### src/rtl/led_pattern_driver.sv
//==============================================================================
// Module      : led_pattern_driver
// Description : Shows a commanded LED pattern with PWM dimming for a set number
//               of ticks, then pulses o_Done. Abortable, valid/ready accept.
// Revision    : 1.0 - initial release
//==============================================================================
`timescale 1ns/1ps
`default_nettype none

module led_pattern_driver #(
    parameter int NUM_LEDS      = 4,
    parameter int PWM_BITS      = 4,
    parameter int DUR_BITS      = 8,
    parameter int CLKS_PER_TICK = 25000
) (
    input  logic                i_Clk,
    input  logic                i_Rst_L,
    input  logic                i_Valid,
    output logic                o_Ready,
    input  logic [NUM_LEDS-1:0] i_Pattern,
    input  logic [PWM_BITS-1:0] i_Bright,
    input  logic [DUR_BITS-1:0] i_Duration,
    input  logic                i_Abort,
    output logic [NUM_LEDS-1:0] o_LED,
    output logic                o_Done
);

    localparam int PRE_W = (CLKS_PER_TICK > 1) ? $clog2(CLKS_PER_TICK) : 1;
    localparam logic [PRE_W-1:0]    C_PRE_LAST = PRE_W'(CLKS_PER_TICK - 1);
    localparam logic [DUR_BITS-1:0] C_DUR_ONE  = DUR_BITS'(1);

    typedef enum logic [0:0] {
        ST_IDLE = 1'b0,
        ST_SHOW = 1'b1
    } state_t;

    state_t              state_q;
    logic [NUM_LEDS-1:0] pattern_q;
    logic [PWM_BITS-1:0] bright_q;
    logic [DUR_BITS-1:0] dur_q;
    logic [PRE_W-1:0]    pre_q;
    logic [PWM_BITS-1:0] pwm_q;
    logic [NUM_LEDS-1:0] led_q;
    logic                done_q;

    logic                lit_new_d;
    logic                lit_cur_d;
    logic [NUM_LEDS-1:0] led_cur_d;

    // LED register is loaded from the next-state view so the pins light on the
    // first SHOW cycle and go dark on the same edge that leaves SHOW.
    always_comb begin
        lit_new_d = (i_Bright == '1) || (pwm_q < i_Bright);
        lit_cur_d = (bright_q == '1) || (pwm_q < bright_q);
        led_cur_d = pattern_q & {NUM_LEDS{lit_cur_d}};
    end

    always_ff @(posedge i_Clk or negedge i_Rst_L) begin
        if (!i_Rst_L) begin
            state_q   <= ST_IDLE;
            pattern_q <= '0;
            bright_q  <= '0;
            dur_q     <= '0;
            pre_q     <= '0;
            pwm_q     <= '0;
            led_q     <= '0;
            done_q    <= 1'b0;
        end else begin
            pwm_q  <= pwm_q + 1'b1;
            done_q <= 1'b0;
            case (state_q)
                ST_IDLE: begin
                    led_q <= '0;
                    if (i_Valid) begin
                        pattern_q <= i_Pattern;
                        bright_q  <= i_Bright;
                        dur_q     <= i_Duration;
                        pre_q     <= '0;
                        if (i_Duration != '0) begin
                            state_q <= ST_SHOW;
                            led_q   <= i_Pattern & {NUM_LEDS{lit_new_d}};
                        end else begin
                            done_q  <= 1'b1;
                        end
                    end
                end
                ST_SHOW: begin
                    if (i_Abort) begin
                        state_q <= ST_IDLE;
                        led_q   <= '0;
                    end else if (pre_q == C_PRE_LAST) begin
                        pre_q <= '0;
                        if (dur_q == C_DUR_ONE) begin
                            state_q <= ST_IDLE;
                            led_q   <= '0;
                            done_q  <= 1'b1;
                        end else begin
                            dur_q <= dur_q - 1'b1;
                            led_q <= led_cur_d;
                        end
                    end else begin
                        pre_q <= pre_q + 1'b1;
                        led_q <= led_cur_d;
                    end
                end
                default: begin
                    state_q <= ST_IDLE;
                    led_q   <= '0;
                end
            endcase
        end
    end

    assign o_Ready = (state_q == ST_IDLE);
    assign o_LED   = led_q;
    assign o_Done  = done_q;

endmodule

`default_nettype wire

### config.mk
export PLATFORM = sky130hd
export DESIGN_NAME = led_pattern_driver
export DESIGN_NICKNAME = d
export VERILOG_FILES = /design/src/rtl/led_pattern_driver.sv
export SDC_FILE = /design/constraint.sdc
export NUM_CORES = 1
export LEC_CHECK = 0
export CORE_MARGIN = 3
export CORE_UTILIZATION = 60
export CTS_BUF_LIST = sky130_fd_sc_hd__clkbuf_4
export DETAILED_ROUTE_END_ITERATION = 12
export GPL_TIMING_DRIVEN = 0
export PLACE_DENSITY = 0.84
export SLEW_MARGIN = 20
export SYNTH_ARGS = -nofsm -noshare
export SYNTH_HDL_FRONTEND = slang
export SYNTH_SLANG_ARGS = --single-unit
### constraint.sdc
create_clock -name i_Clk -period 4.1 [get_ports i_Clk]
set_input_delay 0.41 -clock i_Clk [delete_from_list [all_inputs] [get_ports i_Clk]]
set_output_delay 0.41 -clock i_Clk [all_outputs]
set_load 0.005 [all_outputs]
After elaboration in Yosys (flattened, before gate mapping) --
Index checks and enable logic that the tools add are counted.
Operators by class: $lt $le $gt $ge 2, add/sub/neg operators 3, bitwise operators 3, reduce and logical (&&, ||, !) cells 6, muxes and demuxes 27, eq/ne operators 8
Operators by type and width (count):
- 15-bit two-way mux | 3
- 8-bit two-way mux | 4
- 15-bit case mux with 2 select lines | 1
- 4-bit two-way mux | 5
- 8-bit case mux with 2 select lines | 1
- 15-bit by 1-bit adder with 15-bit output (second input constant) | 1
- 15-bit == test (second input constant) | 1
- 1-bit two-way mux | 10
- 4-bit bitwise AND | 2
- 4-bit == test (second input constant) | 2
- 8-bit by 1-bit == test with 1-bit output (second input constant) | 1
- 4-bit < comparator | 2
- 4-bit case mux with 2 select lines | 1
- 8-bit nonzero test | 1
- 8-bit by 1-bit subtractor with 8-bit output (second input constant) | 1
- 2-bit inequality test (second input constant) | 3
- 4-bit by 1-bit adder with 4-bit output (second input constant) | 1
- 1-bit case mux with 2 select lines | 2
- 2-bit AND reduction | 2
- 4-bit AND reduction | 1
- 1-bit logical OR | 2
- 2-bit by 1-bit inequality test with 1-bit output (second input constant) | 1
- 1-bit NOT | 1
Storage, ports and cells: register bits 41, word-level logic and storage cells 57, output and inout port bits 6, input port bits 20

Logic depth before layout (Yosys ltp) --
Gate-level depths: netlist (run 1).
depth in word-level cells 7, depth in mapped cells 8, depth with buffers taken out 7

Worst setup path after synthesis (run 1) --
No wires, ideal clock.
path kind flip-flop to flip-flop, start register dur_q[4], end register dur_q[2], period minus slack after synthesis 1812 ps, stages on the path, launching flop included 6, setup slack 2288 ps, data required time 3980 ps, setup time 120 ps, path buffers 0, arrival 1693 ps, path through dfrtp_1 or4_4 nor3_4 nor3_4 a211o_1 and3_1
Between the ends: cells in the longest elaborated chain, start to end 3
Ends and longest elaborated chain:
- from (decl) | RTL line 40 | logic [DUR_BITS-1:0] dur_q;
- from (signal assigned) | RTL line 77 | dur_q <= i_Duration;
- from (signal assigned) | RTL line 98 | dur_q <= dur_q - 1'b1;
- 8-bit by 1-bit == test with 1-bit output | RTL line 93 | if (dur_q == C_DUR_ONE) begin
- 2-bit inequality test (no source line)
- 4-bit AND reduction (no source line)
No other way between the ends. A chain may end at the register's enable or synchronous reset.

Worst setup path in the final report (run 1) --
start register pre_q[0], end register pre_q[4]
Between the ends: cells in the longest elaborated chain, start to end 4, elaborated cells between the ends (all ways) 5, those cells by class add/sub: 1; eq/ne: 1; mux: 3
Ends and longest elaborated chain:
- from (decl) | RTL line 41 | logic [PRE_W-1:0] pre_q;
- from (signal assigned) | RTL line 102 | pre_q <= pre_q + 1'b1;
- 15-bit by 1-bit adder with 15-bit output / 15-bit == test (equally long branches) | RTL line 102, 91
- 15-bit two-way mux (*) | RTL line 91 | end else if (pre_q == C_PRE_LAST) begin
- 15-bit two-way mux (*) | RTL line 88 | if (i_Abort) begin
- 15-bit case mux with 2 select lines (*) | RTL line 71 | case (state_q)
Mark *: on every way between the ends. The rest lies on a longest branch, timed or not. The select of a mux whose other input is x is not followed.

==> impl_metrics.yaml, run 1 <==
status:
  outcome: "complete, no violations"
timing:
  setup_viol: 0
  final_number_of_max_transition_violations: 0
  rsz0062_at_grt: "no"
  tightestPinTransition_ns: 0.594
  finClkSkew_ns: 0.0132
  period_minus_slack_ns: 2.08
  min_period_over_period_pct: 50.7
  setup-tns-final_ns: 0
  final-hold-violation-count: 0
  fmax_mhz: 481
  final.setup.worst_slack_ns: 2.02
  slew_headroom_pct: 60.2
min_path:
  path_class_of_the_lowest_slack_min_delay_path: "in -> async"
finish:
  layout.cells.most_common: "dfrtp_1"
  finish.net_count: 311
  fill_cells: 250
  total_inserted_antenna_cells: 0
  syn2layout_area_growth_pct: 19.0
  layout-drive-gt1-share_pct: 10.3
  final_design_area_no_fill_sq_mm: 0.00272
  layout.cells.most_common_list: "dfrtp_1 (41), nand2_1 (38), clkdlybuf4s50_1 (24)"
route:
  routed_wire_length_per_instance_um: 15.6
  drt_iter0_drc: 156
  postRouteWirelength_um: 5110
  drc: 0
  post_drt_via_cell_ratio: 6.14
  drtPass1Iterations: 4
  final_antenna_net_count: 0
  via_count: 2015
clocking:
  h_tree_levels: 2
  cts-resized-gates: 0
  tritoncts: "built"
  worst_setup_hold_path_clk_slew_ns: 0.12
  cts.repair_timing.setup_buffer_count: 0
  buffer_levels_on_the_longest_clock_path: 2
  cts.sink_count: 41
  clockRootBuffer: "clkbuf_4"
  cts_made_buffers: 5
  worstSkewPairLatency_ns: 0.36
  post_cts_hold_buffer_count: 1
setup_path:
  critPathArrivalTime_ns: 2.36
  critical_path.slowest_cell: "dfrtp_1"
  worst_path_fanout_max: 10
  cp_slowest_stage_delay_ns: 0.42
  setup.worst_path.start_class: "flop"
  path_cells: "ha_1 > and4_1 > and4_2 > buf_2 > nor2_4 > buf_2 > nand2_1 > a31oi_1"
  end_kind: "flop"
  required_ns: 4.38
  timing_worst_setup_path_type: "reg -> reg"
  crit_top_cell: "buf_2"
  worstRegToRegCells: 8
  path_buf_inv: 2
  path_delay_family: "simple AND/OR/NAND/NOR gates"
  critical_path_cell_count: 8
floorplan:
  area_enclosed_by_the_die_boundary_sq_mm: 0.00459
  fp.dieH_um: 67.8
  fp-row-count: 21
  initial_cell_density_of_the_core_pct: 65.5
  die_width_um: 67.8
  core-area_sq_mm: 0.00349
  floorplan.io_pins: 26
yosys:
  seq_area_frac_synth_pct: 44.8
  synthDominantAreaCellType: "dfrtp_1"
  synthesis_stage_register_bit_count: 41
  synth_top_cell_area_share_pct: 44.8
  synthFlopType: "dfrtp_1"
  synth.lib_cells_used.distinct: 50
  ys_async_sr_fraction_pct: 100
  synth_area_leaders: "dfrtp_1 (45%), nand2_1 (6.2%), ha_1 (5.5%)"
  synth.net_count: 277
  synth-edff-count: 0
  synthesized_area_divided_by_synthesized_cell_count_sq_um: 9.26
  number_of_standard_cells_after_synthesis: 247
  ys.warnings.count: 0
  mappedNetlistArea_sq_mm: 0.00229
global_route:
  global_route.peak_usage_layer: "met2"
  first_pass_grt_wire_length_um: 8590
  gr-usage-met3_pct: 5.32
  globalRouteOverflowTotal: 0
  grt_max_degree: 30
  globalRouteMet2Util_pct: 38.9
  antenna_found_initial: 0
  gr-usage-all-layers_pct: 24.9
  grt_use_met1_pct: 34.9
  via_count_of_the_first_global_routing_pass: 1842
flow_run:
  max_cap_check_violation_count: 0
placement:
  placement.io_buffers: 25
  routability_congestion: 0.893
  postPlaceCellArea_sq_mm: 0.00261
  post-dp-hpwl_um: 3720
  post-place-ws_ns: 1.68
power_and_ir_drop:
  cellLeakagePower_nw: 1.19
  power.total_mw: 1.04
  peak_ir_drop_on_the_vdd_network_v: 0.000267
  power_density_mw_per_mm2: 381
[path summary, 6_finish.rpt]
check / startpoint / to / slack (ns)
max in group asynchronous: i_Rst_L / o_LED[2] / 3.20
min reg2reg: pattern_q[2] / pattern_q[2] / 0.50
max: pre_q[0] / pre_q[4] / 2.02
max reg2reg: pre_q[0] / pre_q[4] / 2.02
min: i_Rst_L / pre_q[8] / 0.46
min in group i_Clk: pattern_q[2] / pattern_q[2] / 0.50
[report_power, final]
group	internal [mW]	total, mW	leakage, nW	switching, mW
logic	0.0971	0.214	0.602	0.117
clock network	0.189	0.324	0.0552	0.135
registers	0.454	0.499	0.528	0.0448
total	0.740	1.04	1.19	0.297
[cell type report]
cell class | count | area (sq um) | share of cell area, %
Sequential cell | 41 | 1030 | 37.7
Inverter | 13 | 48.8 | 1.79
Timing Repair Buffer | 27 | 275 | 10.1
Multi-Input combinational cell | 184 | 1170 | 42.8
Clock inverter | 3 | 65.1 | 2.39
Clock buffer | 5 | 37.5 | 1.38
Buffer | 9 | 47.5 | 1.75
Tap cell | 46 | 57.6 | 2.11
[layer usage]
metal	vias to the layer above	part of all wire (%)	wire length [um]
li1	983	-	-
met1	970	47	2420
met2	54	46	2360
met3	8	5.0	254
met4	0	1.3	68
met5	-	0	0
[cell usage after synthesis (all sizes together) (4+ instances only)]
library cell,number
a21oi,12
a31oi,9
ha,10
a32o,4
nand4,7
buf,6
inv,13
dfrtp,41
nor3,6
nor4,7
and4,4
nand2,38
nand3,8
o21ai,18
nor2,18
[stage by stage]
step                      hold WS, ns  utilization [%]  std cells
after floorplan                 0.114                -        247
after global placement          0.462             74.3        318
after detailed placement        0.319             74.7        319
after CTS                       0.470             77.9        328
after global routing            0.470             77.9        328
final                           0.458             77.9        328
[cells by family (layout without fill, tap and decap cells)]
logic type / after synthesis / count (layout) / synth area share (%)
AO/OA/AOI/OAI: 64 / 64 / 18.2
XOR/XNOR: 6 / 6 / 2.30
adder cells (fa/ha/maj): 10 / 10 / 5.47
buffers and inverters: 22 / 57 / 4.21
flip-flops: 41 / 41 / 44.8
multiplexers: 2 / 2 / 0.875
AND/OR/NAND/NOR: 102 / 102 / 24.1
[flip-flops by register name (all words and copies together), names as in the netlist]
name       cells
pattern_q      4
pre_q         15
o_Done         1
pwm_q          4
bright_q       4
dur_q          8
o_LED          4
state_q        1
Power figures use the tool's default switching activity.
==> run 2: changes to the inputs <==
Settings changed: CORE_UTILIZATION 60 to 58, PLACE_DENSITY 0.84 to 0.82.
Clock period 4.1 ns to 2.15 ns, I/O delays scaled along.
==> impl_metrics.yaml, run 2 (synthesis results as in run 1) <==
finish:
  fill_cells: 310
  utilization_pct: 72.3
  total_inserted_antenna_cells: 0
  layout_top_registers: "pre_q x15, dur_q x8"
  finish.net_count: 311
  most_flop_heavy_register: "pre_q"
  layout-drive-gt1-share_pct: 9.96
  largest_reg_flops: 15
  layout.cells.most_common: "dfrtp_1"
  layout.cells.most_common_list: "dfrtp_1 (41), nand2_1 (38), clkdlybuf4s50_1 (24)"
  syn2layout_area_growth_pct: 18.3
route:
  drt_iter0_drc: 153
  final_antenna_net_count: 0
  post_drt_via_cell_ratio: 6.06
  via_count: 1993
  drtPass1Iterations: 4
  drc: 0
  routed_wire_length_per_instance_um: 15.3
  postRouteWirelength_um: 5020
power_and_ir_drop:
  power_density_mw_per_mm2: 685
  peak_ir_drop_on_the_vdd_network_v: 0.000466
  cellLeakagePower_nw: 1.17
  power.total_mw: 1.85
global_route:
  via_count_of_the_first_global_routing_pass: 1905
  globalRouteOverflowTotal: 0
  first_pass_grt_wire_length_um: 8490
  gr-usage-all-layers_pct: 24.1
  antenna_found_initial: 0
  grt_max_degree: 26
floorplan:
  area_enclosed_by_the_die_boundary_sq_mm: 0.00474
  fp.dieH_um: 68.8
  fp-row-count: 22
  core-area_sq_mm: 0.00374
  die_width_um: 68.8
  initial_cell_density_of_the_core_pct: 61.1
  floorplan.io_pins: 26
timing:
  finClkSkew_ns: 0.0166
  final_number_of_max_transition_violations: 0
  rsz0062_at_grt: "no"
  final.setup.worst_slack_ns: 0.157
  min_period_over_period_pct: 92.7
  final-hold-violation-count: 0
  tightestPinTransition_ns: 0.600
  fmax_mhz: 502
  period_minus_slack_ns: 1.99
  setup_viol: 0
  slew_headroom_pct: 59.9
clocking:
  worst_setup_hold_path_clk_slew_ns: 0.13
  worstSkewPairLatency_ns: 0.35
  cts.sink_count: 41
  cts_made_buffers: 5
  clockRootBuffer: "clkbuf_4"
  tritoncts: "built"
  buffer_levels_on_the_longest_clock_path: 2
  h_tree_levels: 2
setup_path:
  worstRegToRegCells: 8
  path_cells: "ha_1 > and4_1 > and4_2 > buf_2 > nor2_4 > buf_4 > nand2_1 > a31oi_1"
  required_ns: 2.42
  critical_path.slowest_cell: "dfrtp_1"
  timing.rr.end: "pre_q[8]"
  worst_path_fanout_max: 10
  r2r-start: "pre_q[0]"
  ff2ff_setup_slack_ns: 0.16
  critPathArrivalTime_ns: 2.27
  cp_slowest_stage_delay_ns: 0.42
  timing_worst_setup_path_type: "reg -> reg"
  end_kind: "flop"
  setup.worst_path.start_class: "flop"
placement:
  placement.io_buffers: 25
  post-dp-hpwl_um: 3680
  routability_congestion: 0.811
  post-place-ws_ns: -0.0445
status:
  outcome: "complete, no violations"
min_path:
  path_class_of_the_lowest_slack_min_delay_path: "in -> async"
flow_run:
  max_cap_check_violation_count: 0
[run 2: cell count changes in the layout (fill, tap and decap cells not counted), sizes merged]
| cell | delta |
|---|---|
| bufinv | -1 |
[run 2: worst max path at each step]
stage	startpoint	to	slack [ns]	depth (start not counted)
after floorplan	dur_q[4]	dur_q[2]	0.34	5
after global placement	i_Rst_L	pattern_q[2]	-0.16	1
after detailed placement	i_Valid	dur_q[2]	-0.04	7
after CTS	pre_q[0]	pre_q[8]	0.1	8
after global routing	pre_q[0]	pre_q[8]	0.01	8
final	pre_q[0]	pre_q[8]	0.16	8
[run 2: layout make-up]
| class | count | area, sq um | share of cell area, % |
|---|---|---|---|
| multi-input combinational | 184 | 1170 | 43.1 |
| sequential | 41 | 1030 | 37.9 |
| timing repair buffer | 27 | 283 | 10.4 |
| tap | 48 | 60.1 | 2.22 |
| buffer | 9 | 50.0 | 1.85 |
| inverter | 13 | 48.8 | 1.80 |
| clock buffer | 5 | 37.5 | 1.39 |
| clock inverter | 2 | 35.0 | 1.29 |
[run 2: routing by layer]
| layer | up-vias | part of all wire [%] | global-route usage [%] |
|---|---|---|---|
| met3 | 4 | 3.6 | 5.19 |
| met2 | 38 | 50 | 40.5 |
| met1 | 972 | 46 | 31.1 |
| met4 | 0 | 0.80 | 7.06 |
| met5 | - | 0 | 0 |
| li1 | 979 | - | - |
[run 2: worst max-delay path: cells and delay by family, from the launching register on]
family	cells	cell delay, ns
and+or+nand+nor	4	0.71
DFF	1	0.42
buffers and inverters	2	0.37
adders and majority gates	1	0.25
AOI/OAI and AO/OA	1	0.16
[run 2: what timing repair did]
action	in CTS	in global routing
setup buffers	0	0
hold buffers	1	0
hold endpoints to repair	16	0
resized for setup	0	2
setup endpoints to repair	0	3
[run 2: where the power goes]
group          leakage (nW)  total, mW  switching, mW  internal [mW]
sequential            0.528      0.953         0.0868          0.866
combinational         0.606      0.410          0.223          0.187
clock                0.0410      0.490          0.253          0.237
total                  1.17       1.85          0.563           1.29
[run 2: per-stage QoR]
step	hold WS (ns)	instances	cell area, sq um	TNS, ns
floorplan	-0.0806	247	2290	0
global route	0.340	329	2710	0
finish	0.321	329	2710	0
global placement	0.462	320	2600	-6.52
detailed placement	0.187	321	2620	-0.0863
CTS	0.338	329	2700	0
==> run 3: changes to the inputs <==
Settings changed: GPL_ROUTABILITY_DRIVEN set to 0.
==> results of run 3 <==
The final DEF is identical to that of run 2; final timing and power are the same.
